==> config.mk <==
export PLATFORM = sky130hd
export DESIGN_NAME = dit4_butterfly_round
export DESIGN_NICKNAME = d
export VERILOG_FILES = /design/src/rtl/fft_dit4_pkg.sv /design/src/rtl/dit4_round_sat.sv /design/src/rtl/dit4_butterfly_round.sv
export SDC_FILE = /design/constraint.sdc
export NUM_CORES = 2
export LEC_CHECK = 0
export BUFFER_PORTS_ARGS = -buffer_cell sky130_fd_sc_hd__buf_4
export CORE_MARGIN = 2
export CORE_UTILIZATION = 55
export DETAILED_ROUTE_END_ITERATION = 16
export GPL_ROUTABILITY_DRIVEN = 0
export GPL_TIMING_DRIVEN = 0
export PLACE_DENSITY = 0.83
export SLEW_MARGIN = 5
export SYNTH_ARGS = -nofsm -noshare
export SYNTH_HDL_FRONTEND = slang
export SYNTH_SLANG_ARGS = --single-unit
==> constraint.sdc <==
create_clock -name clk -period 4.15 [get_ports clk]
set_clock_uncertainty 0.2 [all_clocks]
set_input_delay 0.2075 -clock clk [delete_from_list [all_inputs] [get_ports clk]]
set_output_delay 0.2075 -clock clk [all_outputs]
set_load 0.02 [all_outputs]
==> src/rtl/fft_dit4_pkg.sv <==
// fft_dit4_pkg: widths, rounding constant and complex types for the radix-4 DIT combiner
package fft_dit4_pkg;
  localparam int DATA_WIDTH = 21;
  localparam int TWID_WIDTH = 16;
  localparam int SHIFT = 15;
  localparam int OUT_WIDTH = 23;
  localparam int IN_W = DATA_WIDTH + TWID_WIDTH + 1;
  localparam int S1_W = IN_W + 1;
  localparam int S2_W = IN_W + 2;
  localparam logic [S2_W:0] RND = (S2_W + 1)'(1) << (SHIFT - 1);
  typedef struct packed {
    logic signed [IN_W-1:0] r;
    logic signed [IN_W-1:0] i;
  } cplx_in_t;
  typedef struct packed {
    logic signed [OUT_WIDTH-1:0] r;
    logic signed [OUT_WIDTH-1:0] i;
  } cplx_out_t;
endpackage

==> src/rtl/dit4_round_sat.sv <==
// dit4_round_sat: round-half-up by SHIFT bits then clip one component to OUT_WIDTH
module dit4_round_sat
  import fft_dit4_pkg::*;
(
  input  logic signed [S2_W-1:0]      x,
  output logic signed [OUT_WIDTH-1:0] y,
  output logic                        clip
);
  // one extra bit so adding RND to a near-full-scale value cannot wrap
  logic [S2_W:0] t;
  logic [S2_W-SHIFT:0] v;
  assign t = {x[S2_W-1], x} + RND;
  assign v = (S2_W - SHIFT + 1)'(t >> SHIFT);
  assign clip = v[S2_W-SHIFT:OUT_WIDTH-1] != {(S2_W - SHIFT - OUT_WIDTH + 2){v[S2_W-SHIFT]}};
  assign y = clip ? {v[S2_W-SHIFT], {(OUT_WIDTH - 1){~v[S2_W-SHIFT]}}} : v[OUT_WIDTH-1:0];
endmodule

==> src/rtl/dit4_butterfly_round.sv <==
// dit4_butterfly_round: 3-stage radix-4 DIT butterfly with rounding, saturation and sticky clip flag
module dit4_butterfly_round
  import fft_dit4_pkg::*;
(
  input  logic                        clk,
  input  logic                        rst_n,
  input  logic                        in_valid,
  input  logic signed [IN_W-1:0]      x0_r,
  input  logic signed [IN_W-1:0]      x0_i,
  input  logic signed [IN_W-1:0]      x1_r,
  input  logic signed [IN_W-1:0]      x1_i,
  input  logic signed [IN_W-1:0]      x2_r,
  input  logic signed [IN_W-1:0]      x2_i,
  input  logic signed [IN_W-1:0]      x3_r,
  input  logic signed [IN_W-1:0]      x3_i,
  input  logic                        sat_clr,
  output logic                        out_valid,
  output logic signed [OUT_WIDTH-1:0] y0_r,
  output logic signed [OUT_WIDTH-1:0] y0_i,
  output logic signed [OUT_WIDTH-1:0] y1_r,
  output logic signed [OUT_WIDTH-1:0] y1_i,
  output logic signed [OUT_WIDTH-1:0] y2_r,
  output logic signed [OUT_WIDTH-1:0] y2_i,
  output logic signed [OUT_WIDTH-1:0] y3_r,
  output logic signed [OUT_WIDTH-1:0] y3_i,
  output logic                        sat_flag
);
  cplx_in_t x [4];
  cplx_out_t y [4];
  logic signed [S1_W-1:0] s_r [4];
  logic signed [S1_W-1:0] s_i [4];
  logic signed [S2_W-1:0] t_r [4];
  logic signed [S2_W-1:0] t_i [4];
  logic signed [OUT_WIDTH-1:0] q_r [4];
  logic signed [OUT_WIDTH-1:0] q_i [4];
  logic [7:0] clip;
  logic v1, v2;
  assign x[0] = '{r: x0_r, i: x0_i};
  assign x[1] = '{r: x1_r, i: x1_i};
  assign x[2] = '{r: x2_r, i: x2_i};
  assign x[3] = '{r: x3_r, i: x3_i};
  // s0=A+C, s1=A-C, s2=B+D, s3=B-D
  always_ff @(posedge clk or negedge rst_n) begin
    if (!rst_n) begin
      v1 <= 1'b0;
      for (int k = 0; k < 4; k++) begin
        s_r[k] <= '0;
        s_i[k] <= '0;
      end
    end else begin
      v1 <= in_valid;
      if (in_valid) begin
        s_r[0] <= S1_W'(x[0].r) + S1_W'(x[2].r);
        s_i[0] <= S1_W'(x[0].i) + S1_W'(x[2].i);
        s_r[1] <= S1_W'(x[0].r) - S1_W'(x[2].r);
        s_i[1] <= S1_W'(x[0].i) - S1_W'(x[2].i);
        s_r[2] <= S1_W'(x[1].r) + S1_W'(x[3].r);
        s_i[2] <= S1_W'(x[1].i) + S1_W'(x[3].i);
        s_r[3] <= S1_W'(x[1].r) - S1_W'(x[3].r);
        s_i[3] <= S1_W'(x[1].i) - S1_W'(x[3].i);
      end
    end
  end
  // Y1 = s1 - j*s3, Y3 = s1 + j*s3
  always_ff @(posedge clk or negedge rst_n) begin
    if (!rst_n) begin
      v2 <= 1'b0;
      for (int k = 0; k < 4; k++) begin
        t_r[k] <= '0;
        t_i[k] <= '0;
      end
    end else begin
      v2 <= v1;
      if (v1) begin
        t_r[0] <= S2_W'(s_r[0]) + S2_W'(s_r[2]);
        t_i[0] <= S2_W'(s_i[0]) + S2_W'(s_i[2]);
        t_r[2] <= S2_W'(s_r[0]) - S2_W'(s_r[2]);
        t_i[2] <= S2_W'(s_i[0]) - S2_W'(s_i[2]);
        t_r[1] <= S2_W'(s_r[1]) + S2_W'(s_i[3]);
        t_i[1] <= S2_W'(s_i[1]) - S2_W'(s_r[3]);
        t_r[3] <= S2_W'(s_r[1]) - S2_W'(s_i[3]);
        t_i[3] <= S2_W'(s_i[1]) + S2_W'(s_r[3]);
      end
    end
  end
  for (genvar k = 0; k < 4; k++) begin : g_rs
    dit4_round_sat u_r (.x(t_r[k]), .y(q_r[k]), .clip(clip[2*k]));
    dit4_round_sat u_i (.x(t_i[k]), .y(q_i[k]), .clip(clip[2*k+1]));
  end
  always_ff @(posedge clk or negedge rst_n) begin
    if (!rst_n) begin
      out_valid <= 1'b0;
      sat_flag <= 1'b0;
      for (int k = 0; k < 4; k++) y[k] <= '0;
    end else begin
      out_valid <= v2;
      sat_flag <= (v2 && |clip) || (sat_flag && !sat_clr);
      if (v2)
        for (int k = 0; k < 4; k++) y[k] <= '{r: q_r[k], i: q_i[k]};
    end
  end
  assign y0_r = y[0].r;
  assign y0_i = y[0].i;
  assign y1_r = y[1].r;
  assign y1_i = y[1].i;
  assign y2_r = y[2].r;
  assign y2_i = y[2].i;
  assign y3_r = y[3].r;
  assign y3_i = y[3].i;
endmodule
# After elaboration in Yosys (flattened, before gate mapping)
# Index checks and enable logic that the tools add are counted.
[op_classes]
bitwise = 8
eq_ne = 8
muxes = 8
add_sub_neg = 24
reduce_logical = 5
[ops]
columns = ["op", "count"]
rows = [
  ["$add 40x16->41 const B", 8],
  ["$mux 23", 8],
  ["$add 39x39->40", 4],
  ["$sub 39x39->40", 4],
  ["$add 38x38->39", 4],
  ["$sub 38x38->39", 4],
  ["$ne 3x3->1", 8],
  ["$not 1->1", 8],
  ["$reduce_or 8->1", 1],
  ["$logic_and 1x1->1", 2],
  ["$logic_not 1->1", 1],
  ["$logic_or 1x1->1", 1],
]
[word_totals]
in_bits = 308
out_inout_bits = 186
ff_bits = 820

# Depth between registers and ports, before layout
[logic_depth]
depth_word = 5
mapped_depth = 15
ltp_nobuf = 15

# Hierarchy
# A second synthesis with hierarchy kept.
[hier_totals]
hier_cells = 8659
hier_area_um2 = 71616.2
[modules_own_cells]
columns = ["module", "area_per_inst_um2", "seq_area_each_um2", "instances", "cells_each"]
rows = [
  ["dit4_butterfly_round", 62897.8, 20319.5, 1, 7315],
  ["dit4_round_sat", 1089.8, 0.0, 8, 168],
]

# Worst setup path before layout
# OpenSTA, ideal clock, no wires.
[synth_path]
kind = "input-to-reg"
start = "input port x0_r[0]"
end = "register s_r[108] (netlist name)"
required_ps = 3825
n_path_buf = 0
t_arrival_ps = 2978
stages = 15
slack_ps = 847
path_cell_list = "inv_1 -> ha_1 -> inv_1 -> fa_1 -> a21o_1 -> a21oi_2 -> nor2_1 -> o31a_1 -> a2111oi_2 -> o32a_2 -> a21oi_4 -> a311oi_4 -> o21bai_1 -> xnor2_1 -> mux2_2"
[synth_between]
elab_chain_len = 1
[synth_rtl]
columns = ["element", "line_no", "text"]
rows = [
  ["start: declaration", "dit4_butterfly_round.sv:8", "input logic signed [IN_W-1:0] x0_r,"],
  ["$sub 38x38->39", "dit4_butterfly_round.sv:55", "s_r[1] <= S1_W'(x[0].r) - S1_W'(x[2].r);"],
  ["end: declaration", "dit4_butterfly_round.sv:30", "logic signed [S1_W-1:0] s_r [4];"],
]
# No other way between the ends.
# A chain may end at the register's enable or synchronous reset.

# Worst setup path after layout
[layout_path]
start = "input port x2_r[0]"
end = "register s_r[116] (netlist name)"
[layout_between]
elab_chain_len = 1
[layout_rtl]
columns = ["element", "line_no", "text"]
rows = [
  ["start: declaration", "dit4_butterfly_round.sv:12", "input logic signed [IN_W-1:0] x2_r,"],
  ["$sub 38x38->39", "dit4_butterfly_round.sv:55", ""],
]
# No other way between the ends.

==> impl_results.rst <==
.. list-table::
   :header-rows: 1

   * - Metric
     - Value
   * - Type of the worst setup path
     - input port to flip-flop
   * - Setup TNS
     - 0 ns
   * - Total design power
     - between 0.04 and 0.05 W
   * - Share of flip-flops with an asynchronous set or reset after synthesis
     - 100%
   * - CP startpoint kind
     - input port
   * - Wire length of the first global-routing pass
     - between 200000 and 300000 µm
   * - Final Setup Violations
     - 0
   * - Number of hold violations in the final report
     - 0
   * - Reported leakage power
     - slightly above 30 nW
   * - HPWL reported at the end of detailed placement
     - roughly 150000 µm
   * - Number of design-rule violations left by the first detailed-router iteration
     - around 5800
   * - Worst EP arrival
     - about 4.5 ns
   * - Maximum clock frequency
     - 242 MHz
   * - Number of max-slew violations in the final report
     - 11
   * - Root buffer cell
     - clkbuf_16
   * - Highest ir drop seen on vdd
     - between 0.3 and 0.4 mV
   * - Final worst-path cycle share
     - ~99%
   * - Critical Path Source
     - x2_r[0]
   * - Post-place setup slack
     - -0.533 ns
   * - Clock Sinks
     - about 700
   * - Time the worst path needs with I/O delays and setup
     - 4.13 ns
   * - Cells after Synth
     - a little under 7000
   * - Clock insertion delay at the later pin of the skew report
     - approximately 0.66 ns
   * - Max-cap check violation count
     - 1
   * - Crit-path max FO
     - 5
   * - Vias per std cell
     - between 6 and 7
   * - Flop2flop setup slack
     - approximately 0.070 ns
   * - Post-detailed-route DRC marker count
     - 0
   * - TritonCTS clock tree
     - built
   * - Number of placed I/O pins
     - a little under 500
   * - Kind of capture point of the worst setup path
     - flip-flop
   * - Class of the tightest hold or removal check
     - input port to asynchronous set/reset pin
   * - Seq/Total Area, Yosys
     - a little under a third
   * - Vertical die dimension
     - approximately 330 µm
   * - Synth-to-Final Area Change
     - 17.8%
   * - Slack of the critical path
     - between 0.02 and 0.025 ns
   * - Standard-cell rows
     - approximately 120
   * - Slew headroom
     - -1.28%
   * - Area of combinational cells with multiple inputs
     - approximately 0.037 mm²
   * - Post-synthesis instance area
     - just under 0.06 mm²
   * - Sum of routed wire length over all layers
     - 198000 µm
   * - Reg2Reg Capture Point
     - t_r[116]$_DFFE_PN0P_
   * - Unrepaired setup endpoints after global routing
     - yes
   * - Fraction of layout instances using a drive strength above 1
     - roughly 14%
   * - Commonest register cell after synthesis
     - dfrtp_1
   * - GRT Overall Usage
     - 35.4%
   * - Chip Width
     - between 300 and 400 µm
   * - Remaining number of nets flagged by the antenna check after routing
     - 0
   * - Final #Nets
     - roughly 8500
   * - CP Data Required Time
     - 4.54 ns
   * - Worst slack on hold paths
     - ~0.0076 ns
   * - Initial core utilization
     - between 50% and 60%
   * - GR Overflow Total
     - 0
   * - Number of input and output port buffers inserted
     - ~500
   * - Register clock-pin slew on the reported worst setup and hold paths
     - ~0.06 ns
   * - Critical path destination
     - s_r[116]$_DFFE_PN0P_
   * - Syn. warnings
     - 0
   * - Startpoint of the worst-slack reg-to-reg timing path
     - s_i[2]$_DFFE_PN0P_
   * - Status
     - complete, but fails checks
   * - Routed wire per std cell
     - ~22 µm
   * - Fill cell instance count of the final layout
     - 8213
   * - Area enclosed by the die boundary
     - ~0.11 mm²
   * - Final design utilization
     - approximately two thirds
   * - DR vias
     - around 55000
   * - Seq. cell area
     - between 0.015 and 0.02 mm²
   * - H-tree level count
     - 3
   * - Slew at the pin closest to its max-slew limit
     - 1.52 ns
   * - Number of buffers between clock root and the deepest sink
     - 3
   * - Number of iterations in the first detailed-routing pass
     - 8
   * - Syn_nets
     - 7754
   * - Largest net degree at the start of global routing
     - ~120
   * - FF-to-FF path depth
     - 13
   * - Number of buffers created by CTS
     - between 70 and 80
   * - Synth Register Bits
     - a little over 700
   * - Number of global-route vias before repair
     - approximately 52000
   * - Violated checks
     - max-capacitance violations, max-slew violations
   * - Antenna violations before repair
     - 26
   * - EDFF count, synth
     - 0
   * - Number of distinct library cells after synthesis
     - 110
   * - Core region area
     - about 0.10 mm²
   * - Power Density
     - around 600 mW/mm²
   * - Mean area per synthesized cell
     - 8.47 µm²
-- sequential cells by signal, summed over array words and instances (netlist names) --
signal and count:
s_r 154, y2_r 23, y0_i 23, t_r 104, y2_i 23, y1_i 23
y1_r 23, out_valid 1, s_i 154, t_i 104, v1 1, v2 1
y3_r 23, sat_flag 1, y3_i 23, y0_r 23
-- synthesized netlist by cell type, drive strengths merged (14+ instances only) --
cell / n / area, µm²
o21ai: 315 / 1580
a21oi: 853 / 4300
mux2: 270 / 3040
nand2: 329 / 1230
o21bai: 124 / 938
a21o: 92 / 691
nand4: 72 / 478
o31ai: 67 / 561
o211ai: 82 / 639
nor3: 125 / 658
clkbuf: 279 / 1050
xor2: 148 / 1300
and3: 56 / 350
nor4: 41 / 269
ha: 616 / 7710
nand3: 132 / 671
a31oi: 55 / 344
a41oi: 16 / 178
o311ai: 14 / 123
xnor2: 457 / 4000
a2111oi: 16 / 171
o41ai: 16 / 178
nor2: 692 / 2610
or4: 21 / 158
and4: 18 / 160
nand2b: 72 / 450
o21a: 32 / 240
inv: 626 / 2350
and2: 24 / 150
or3: 30 / 188
buf: 55 / 262
a211oi: 49 / 390
or2: 17 / 109
mux2i: 25 / 250
dfrtp: 704 / 17600
nor2b: 59 / 369
-- how the worst min path moves through the flow --
| stage | start | endpoint | slack [ns] |
|---|---|---|---|
| 6_report | rst_n | s_r[42]$_DFFE_PN0P_ | 0.008 |
| 5_1_grt | x2_r[2] | s_r[81]$_DFFE_PN0P_ | 0.05 |
| 4_1_cts | x2_r[2] | s_r[81]$_DFFE_PN0P_ | 0.0002 |
| 3_5_place_dp | rst_n | s_r[42]$_DFFE_PN0P_ | 0.009 |
| 3_3_place_gp | v2$_DFF_PN0_ | out_valid$_DFF_PN0_ | 0.18 |
| 2_1_floorplan | rst_n | out_valid$_DFF_PN0_ | -0.29 |
-- layout make-up --
type	count	share of cell area [%]
repair buffers	679	8.35
clock inverters	32	0.765
flip-flops and latches	704	25.9
clock buffers	106	3.25
inverters	638	3.52
well taps	1380	2.54
diodes	16	0.0588
plain buffers	334	1.93
multi-input cells	5146	53.7
-- timing repair --
action / 4_1_cts / 5_1_grt
pin swaps: 0 / 5
gates resized for setup: 1 / 17
hold endpoints to repair: 496 / 0
endpoints found under the setup margin: 1 / 33
setup buffers: 0 / 6
hold buffers: 173 / 0
-- through the flow --
stage                     std cells  area [µm²]
final                          9035       68100
after CTS                      9012       67900
after global placement         8695       63200
after detailed placement       8701       63400
after floorplan                6822       57800
after global routing           9025       68000
-- metal layers --
layer	vias up	global-route usage [%]	part of all wire, %	routed length [µm]
met1	26100	43.1	37	73300
met5	-	0	0.089	176
met2	3097	52.7	42	83800
li1	25200	-	-	-
met3	751	9.88	11	22500
met4	26	28.2	9.0	17900
-- layout by cell type (no fill, tap or decap), types with 32 or more instances in the layout --
cell type      count
inv_1            624
xnor2_1          457
nand4_1           69
nand2b_1          72
buf_2             41
xor2_1           148
clkbuf_16         80
o21a_1            32
dlygate4sd3_1    172
dfrtp_1          704
o21bai_1         122
o31ai_1           56
o211ai_1          79
nor2b_1           59
clkbuf_1         291
nor4_1            39
and3_1            56
a211oi_1          44
mux2_2           270
buf_4            499
nand2_1          329
nor2_1           690
ha_1             616
a21oi_1          844
o21ai_0          295
nor3_1           121
a31oi_1           55
a21o_1            92
nand3_1          130
-- cell families after synthesis --
logic type	after synthesis	synth area share, %
xor gates and xnor gates	605	9.17
AOI/OAI and AO/OA	1892	20.4
and+or+nand+nor	1730	14.2
DFF	704	30.5
adders and majority gates	624	13.6
buffers and inverters	972	6.41
muxes	295	5.69
-- power by group --
part           leakage, nW  total, W  switching (W)  internal [W]
combinational         21.3    0.0218         0.0131       0.00863
clock                 1.32   0.00756        0.00311       0.00445
sequential            8.08    0.0121        0.00268       0.00943
-- critical path, stage by stage --
cell and delay [ns]:
dlygate4sd3_1 0.53, buf_4 0.11, ha_1 0.14, inv_1 0.05, fa_1 0.41, a21o_1 0.19
a21oi_2 0.17, nor2_1 0.08, o31a_1 0.34, a2111oi_4 0.38, o32a_2 0.26, a21oi_4 0.09
a311oi_4 0.28, buf_4 0.20, nor4_1 0.08, nand2b_1 0.17, o41ai_2 0.22, dlygate4sd3_1 0.60
No activity file was read; power rests on OpenSTA's default activity.
